File: src/rtl/volleyball_set_ctrl.sv
// Set/match controller: awards sets on rising set-won flags, holds the final score, then pulses point reset.
// Optional SET_UNDO_EN adds an undo_set input that reverts the most recent award.
module volleyball_set_ctrl #(
    parameter int SETS_TO_WIN = 3,
    parameter int HOLD_CYCLES = 4
) (
    input  logic       clk,
    input  logic       rst,
    input  logic       rco1,
    input  logic       rco2,
    input  logic [4:0] pnt1,
    input  logic [4:0] pnt2,
`ifdef SET_UNDO_EN
    input  logic       undo_set,
`endif
    output logic       rstpnt,
    output logic       mode25_15,
    output logic [2:0] sets1,
    output logic [2:0] sets2,
    output logic [3:0] set_num,
    output logic [4:0] last_pnt1,
    output logic [4:0] last_pnt2,
    output logic       match_over,
    output logic       winner,
    output logic       set_err
);
    localparam int         HW       = (HOLD_CYCLES > 1) ? $clog2(HOLD_CYCLES) : 1;
    localparam logic [2:0] TGT      = 3'(SETS_TO_WIN);
    localparam logic [3:0] LAST_SET = 4'(2 * SETS_TO_WIN - 1);
    localparam logic [HW-1:0] HOLD_INIT = HW'(HOLD_CYCLES - 1);

    typedef enum logic [1:0] {PLAY, SET_END, MATCH_END} state_t;

    state_t        state;
    logic [HW-1:0] hold_cnt;
    logic          rco1_q, rco2_q;
    logic          last_team;
    logic          rise1, rise2, undo;

    assign rise1     = rco1 & ~rco1_q;
    assign rise2     = rco2 & ~rco2_q;
    assign mode25_15 = (set_num != LAST_SET);

`ifdef SET_UNDO_EN
    assign undo = undo_set;
`else
    assign undo = 1'b0;
`endif

    always_ff @(posedge clk or posedge rst) begin
        if (rst) begin
            state      <= PLAY;
            hold_cnt   <= '0;
            // Edge registers start high so a flag already set at reset release is not an award.
            rco1_q     <= 1'b1;
            rco2_q     <= 1'b1;
            last_team  <= 1'b0;
            rstpnt     <= 1'b0;
            sets1      <= '0;
            sets2      <= '0;
            set_num    <= 4'd1;
            last_pnt1  <= '0;
            last_pnt2  <= '0;
            match_over <= 1'b0;
            winner     <= 1'b0;
            set_err    <= 1'b0;
        end else begin
            rco1_q  <= rco1;
            rco2_q  <= rco2;
            rstpnt  <= 1'b0;
            set_err <= 1'b0;
            case (state)
                PLAY: begin
                    if (rise1 && !rise2) begin
                        sets1     <= sets1 + 3'd1;
                        last_pnt1 <= pnt1;
                        last_pnt2 <= pnt2;
                        hold_cnt  <= HOLD_INIT;
                        last_team <= 1'b0;
                        if (sets1 + 3'd1 == TGT) begin
                            state      <= MATCH_END;
                            match_over <= 1'b1;
                            winner     <= 1'b0;
                        end else begin
                            state <= SET_END;
                        end
                    end else if (rise2 && !rise1) begin
                        sets2     <= sets2 + 3'd1;
                        last_pnt1 <= pnt1;
                        last_pnt2 <= pnt2;
                        hold_cnt  <= HOLD_INIT;
                        last_team <= 1'b1;
                        if (sets2 + 3'd1 == TGT) begin
                            state      <= MATCH_END;
                            match_over <= 1'b1;
                            winner     <= 1'b1;
                        end else begin
                            state <= SET_END;
                        end
                    end else if (rise1 && rise2) begin
                        set_err <= 1'b1;
                    end
                end
                SET_END: begin
                    if (undo) begin
                        if (last_team) sets2 <= sets2 - 3'd1;
                        else           sets1 <= sets1 - 3'd1;
                        match_over <= 1'b0;
                        state      <= PLAY;
                    end else if (hold_cnt == '0) begin
                        rstpnt  <= 1'b1;
                        set_num <= set_num + 4'd1;
                        state   <= PLAY;
                    end else begin
                        hold_cnt <= hold_cnt - 1'b1;
                    end
                end
                MATCH_END: begin
                    if (undo) begin
                        if (last_team) sets2 <= sets2 - 3'd1;
                        else           sets1 <= sets1 - 3'd1;
                        match_over <= 1'b0;
                        state      <= PLAY;
                    end
                end
                default: state <= PLAY;
            endcase
        end
    end
endmodule
File: config.mk
export PLATFORM = sky130hd
export DESIGN_NAME = volleyball_set_ctrl
export DESIGN_NICKNAME = d
export VERILOG_FILES = /design/src/rtl/volleyball_set_ctrl.sv
export SDC_FILE = /design/constraint.sdc
export NUM_CORES = 1
export LEC_CHECK = 0
export ABC_AREA = 1
export CORE_MARGIN = 3
export CORE_UTILIZATION = 40
export CTS_CLUSTER_DIAMETER = 100
export DETAILED_ROUTE_END_ITERATION = 6
export PLACE_DENSITY = 0.69
export RECOVER_POWER = 100
export SYNTH_ARGS = -nofsm -noshare
export SYNTH_HDL_FRONTEND = slang
export SYNTH_SLANG_ARGS = --single-unit
File: constraint.sdc
create_clock -name clk -period 1.7 [get_ports clk]
set_input_delay 0.51 -clock clk [delete_from_list [all_inputs] [get_ports clk]]
set_output_delay 0.51 -clock clk [all_outputs]
set_load 0.01 [all_outputs]
---- Word-level counts from Yosys, hierarchy flattened ----
Index checks and enable logic that the tools add are counted.
cells by class
  $add $sub $neg .......................... 4
  equal/unequal tests ..................... 9
  muxes and demuxes ....................... 26
  bitwise gates (word level) .............. 6
  reductions and logical operators ........ 17
operators by type and width
  operator                                                            number
  5-bit 2-to-1 mux                                                    4
  2-bit 2-to-1 mux                                                    8
  1-bit 2-to-1 mux                                                    12
  3-bit AND reduction                                                 3
  3-bit by 1-bit adder with 3-bit output, second input constant       2
  3-bit by 2-bit == test with 1-bit output, second input constant     2
  2-bit one-hot mux with 3 select lines                               1
  2-bit AND reduction                                                 3
  2-bit nonzero test                                                  3
  4-bit by 1-bit adder with 4-bit output, second input constant       1
  2-bit logical NOT                                                   2
  2-bit != test, second input constant                                2
  4-bit by 3-bit != test with 1-bit output, second input constant     1
  1-bit inverter                                                      4
  2-bit one-hot mux with 2 select lines                               1
  4-bit AND reduction                                                 1
  1-bit logical AND                                                   3
  3-bit != test, second input constant                                1
  1-bit bitwise AND                                                   2
  2-bit by 1-bit == test with 1-bit output, second input constant     1
  2-bit == test, second input constant                                1
  1-bit logical NOT                                                   2
  2-bit by 1-bit != test with 1-bit output, second input constant     1
  2-bit by 1-bit subtractor with 2-bit output, second input constant  1
storage, ports and cells
  register bits ........................... 30
  bits of input ports ..................... 14

---- Logic depth before layout (Yosys ltp) ----
  depth after elaboration ................. 7
  gate-level depth with buffers ........... 9
  depth with buffers taken out ............ 9

---- Least setup slack after synthesis ----
OpenSTA, ideal clock, no wires.
  path type ............................... register to register
  start ................................... register rco2_q
  end ..................................... register last_pnt1[0]
  setup time .............................. 116 ps
  arrival time ............................ 1344 ps
  required time ........................... 1584 ps
  setup slack ............................. 240 ps
  stages on the path, launching flop included .. 10
  buffers on the path ..................... 1
  cell sequence ........................... dfstp_2 > inv_1 > nand2_1 > inv_1 > ha_1 > nand2_1 > inv_1 > buf_6 > nand2_1 > nand2_1
on the way
  longest elaborated chain between the ends .. 6
ends and longest elaborated chain
  what                           RTL line  RTL
  start, declared                36        logic rco1_q, rco2_q;
  start signal, assigned         69        rco2_q <= rco2;
  1-bit inverter (*)             41        assign rise2 = rco2 & ~rco2_q;
  1-bit bitwise AND (*)          41
  1-bit logical NOT              74        if (rise1 && !rise2) begin
  1-bit logical AND              74
  2-bit nonzero test (no line)   --
  2-bit AND reduction (no line)  --
  end signal, assigned           76        last_pnt1 <= pnt1;
  end signal, assigned           89        last_pnt1 <= pnt1;
  end, declared                  21        output logic [4:0] last_pnt1,
Mark *: on every way between the ends. The rest lies on a longest branch, timed or not.
A chain may end at the register's enable or synchronous reset.

---- Worst setup path after layout ----
  start ................................... input port rco1
  end ..................................... register hold_cnt[0]
on the way
  longest elaborated chain between the ends .. 5
ends and longest elaborated chain
  what                           RTL line  RTL
  start, declared                9         input logic rco1,
  1-bit bitwise AND (*)          40        assign rise1 = rco1 & ~rco1_q;
  1-bit logical NOT              87        end else if (rise2 && !rise1) begin
  1-bit logical AND              87
  3-bit != test (no line)        --
  3-bit AND reduction (no line)  --
  end signal, assigned           115       hold_cnt <= hold_cnt - 1'b1;
  end, declared                  35        logic [HW-1:0] hold_cnt;
Marks and branches as above.

==> flow_summary.yaml <==
logic_synthesis:
  ys.flop_type: "dfrtp_1"
  syn_inst: 145
  synth_seq_area_share_pct: 56.1
  yosysWarnings: 0
  synth_cell_types: 23
  synth_area_um2: 1350
  synth_top_area_share_pct: 50.2
  yosys-top-cells-count: "52 x nand2_1, 27 x dfrtp_1, 19 x inv_1, 8 x ha_1, 8 x nand3_1"
  synth.avg_cell_area_um2: 9.28
  synth-edff-count: 0
  synth_top_cell_by_area: "dfrtp_1"
  synth_nets: 167
  ys_seq_elements: 30
  async_reset_ff_share_pct: 100
  yosys.cell_count.top_type: "nand2_1"
  yosys-top-cells-area: "dfrtp_1 50%, nand2_1 15%, ha_1 7.4%"
place:
  io_buffers: 38
  gp_congestion: 0.776
  hpwl_mm: 2.10
  place_area_um2: 1860
worst_setup_path:
  cp_slowest_stage_delay_ps: 550
  arrival_ps: 1930
  cp-end-kind: "register"
  crit_slowest_cell: "dlygate4sd3_1"
  crit_family: "buffers and inverters"
  path_cells: "dlygate4sd3_1 > nand2_1 > inv_1 > ha_1 > nand2_2 > buf_4 > nand2_4 > o21ai_1 > o21ai_2"
  path_buf_inv: 3
  cp-start-kind: "input port"
  critical_path.max_fanout: 5
  worstPathRequired_ps: 1910
  path_class: "input port to register"
layout:
  antenna_cells: 0
  fill_cells: 291
  final_net_count: 224
  layout-drive-gt1-share_pct: 16.7
  fin_area_um2: 1900
  area_growth_pct: 41.3
sta:
  grt_setup_unrepaired: "true"
  hold_viol_final: 0
  final-max-slew-violation-count: 0
  tightest_slew_ps: 673
  layout_setup_ws_ps: -13.1
  period_minus_slack_ps: 1710
  fin_tns_setup_ps: -14.5
  period_share_pct: 101
  setup-violations-final: 3
  relSlewSlack_pct: 55.1
  finClkSkew_ps: 2.60
  max_freq_ghz: 0.584
drt:
  drt_iter0_markers: 40
  avgViaCountPerCell: 4.46
  wl_per_cell_um: 10.6
  drc_errors: 0
  first_pass_iters: 4
  drt_wl_total_mm: 2.62
  num_vias: 1101
  drtAntennaViolNets: 0
floorplan:
  start_util_pct: 43.0
  dieArea_um2: 4090
  ios: 39
  die_w_um: 64.0
  core_area_um2: 3130
  rows: 20
  dieHeight_um: 64.0
pwr:
  switchingPower_mw: 1.15
  powerDensity_nw_per_um2: 1590
  p_leak_nw: 1.05
  seq_power_share_pct: 39.4
  ir_worst_vdd_v: 0.000709
  power.share.switching_pct: 37.9
  power_frac_comb_pct: 46.5
  power_frac_clock_pct: 14.1
  internal_power_mw: 1.88
cts:
  clk_latency_ps: 320
  root_buffer: "clkbuf_4"
  cts_tree: "built"
  cts_made_buffers: 5
  clkTransAtPathRegs_ps: 90
  clk_path_buf_depth: 2
  htreeDepth: 2
  ctsHoldBuffers: 0
  cts.sinks: 30
grt:
  antenna_found_initial: 0
  grt_pass1_wl_mm: 4.84
  grt_pass1_vias: 1151
  grt_overflow: 0
  grt.total_usage_pct: 15.2
  grt_max_degree: 14
hold_path:
  hold_class: "register to register"
run_status:
  status: "finished, violations left"
  violations: "setup timing"
flow_run:
  maxCapViolCount: 0
## placed cells by master (no fill, tap or decap)
cell and count:
xor2_1 3, ha_1 7, clkbuf_4 6, nand3_1 7
nand3_2 1, dlygate4sd2_1 23, nand2_1 51, clkdlybuf4s50_1 11
nor3b_1 1, clkbuf_8 1, nand2_2 2, clkbuf_2 1
buf_4 10, inv_1 19, nand2_4 1, dfstp_2 3
dfrtp_1 27, buf_2 2, xnor2_1 2, clkbuf_1 3
a21oi_1 2, nor2_2 2, o21ai_0 4, nor2_1 3
inv_2 1, or2_4 1, clkinv_2 1, o21ai_2 1
nand4_1 1, dlygate4sd3_1 2, ha_4 1, nand3b_1 1
o21ai_1 2
## final cells by class
| class | count | area [um^2] | share of cell area (%) |
|---|---|---|---|
| Multi-Input combinational cell | 93 | 519 | 27.3 |
| Clock buffer | 7 | 55.1 | 2.90 |
| Clock inverter | 1 | 5.00 | 0.263 |
| Sequential cell | 30 | 754 | 39.7 |
| Tap cell | 44 | 55.1 | 2.90 |
| Timing Repair Buffer | 52 | 437 | 23.0 |
| Inverter | 20 | 75.1 | 3.95 |
## per-stage QoR
stage	power (mW)	worst slack (ps)	cells	utilization (%)	hold slack, ps
after detailed placement	2.75	-268	236	59.4	458
after CTS	3.06	-54.1	247	60.8	426
final	3.02	-13.1	247	60.8	470
after global routing	3.32	-68.7	247	60.8	501
after floorplan	1.99	240	145	-	451
after global placement	2.70	-231	236	59.4	456
## flip-flops by register name, indices dropped and copies added, names as in the netlist
signal	cells
state	2
hold_cnt	2
rco2_q	1
match_over	1
sets2	3
last_pnt2	5
set_num	4
last_pnt1	5
set_err	1
winner	1
rstpnt	1
sets1	3
rco1_q	1
## worst paths after layout
check | depth (start not counted) | to | slack, ps | start
worst max register to register | 9 | hold_cnt[0]$_DFFE_PP0P_ | 190 | rco2_q$_DFF_PP1_
worst min-delay path | 2 | match_over$_DFFE_PP0P_ | 470 | match_over$_DFFE_PP0P_
max in group asynchronous | 3 | sets2[2]$_DFFE_PP0P_ | 290 | rst
worst min register to register | 2 | match_over$_DFFE_PP0P_ | 470 | match_over$_DFFE_PP0P_
worst max-delay path | 9 | hold_cnt[0]$_DFFE_PP0P_ | -10 | rco1
min in group asynchronous | 2 | state[0]$_DFFE_PP0P_ | 540 | rst
## routing by layer
metal  GRT usage [%]  vias to the layer above  wire length [um]
li1                -                      559                 -
met1            17.1                      514              1110
met2            26.6                       24              1350
met3            4.92                        4               107
met4            5.66                        0                51
met5               0                        -                 0
## cells by family after synthesis
group / share of synthesized area (%)
AOI/OAI and AO/OA: 3.63
xor gates and xnor gates: 3.26
adders and majority gates: 7.44
buffers and inverters: 6.79
DFF: 56.1
and+or+nand+nor: 22.8
## power groups by stage
stage | Combinational (mW) | Sequential, mW | Clock (mW)
floorplan | 0.658 | 1.33 | 0
global placement | 1.49 | 1.21 | 0
detailed placement | 1.52 | 1.23 | 0
CTS | 1.42 | 1.19 | 0.451
global route | 1.61 | 1.24 | 0.474
finish | 1.41 | 1.19 | 0.425
## worst reg2reg max path: cells and delay by family, from the launching register on
kind / cells / cell delay, ps
and+or+nand+nor: 3 / 230
buffers and inverters: 3 / 210
AOI/OAI and AO/OA: 2 / 160
DFF: 1 / 520
adders and majority gates: 1 / 290
## what timing repair did
action,CTS,global route
pin swaps,0,2
setup buffers,3,0
endpoints found under the setup margin,25,14
resized for setup,31,5
Power figures use the tool's default switching activity.
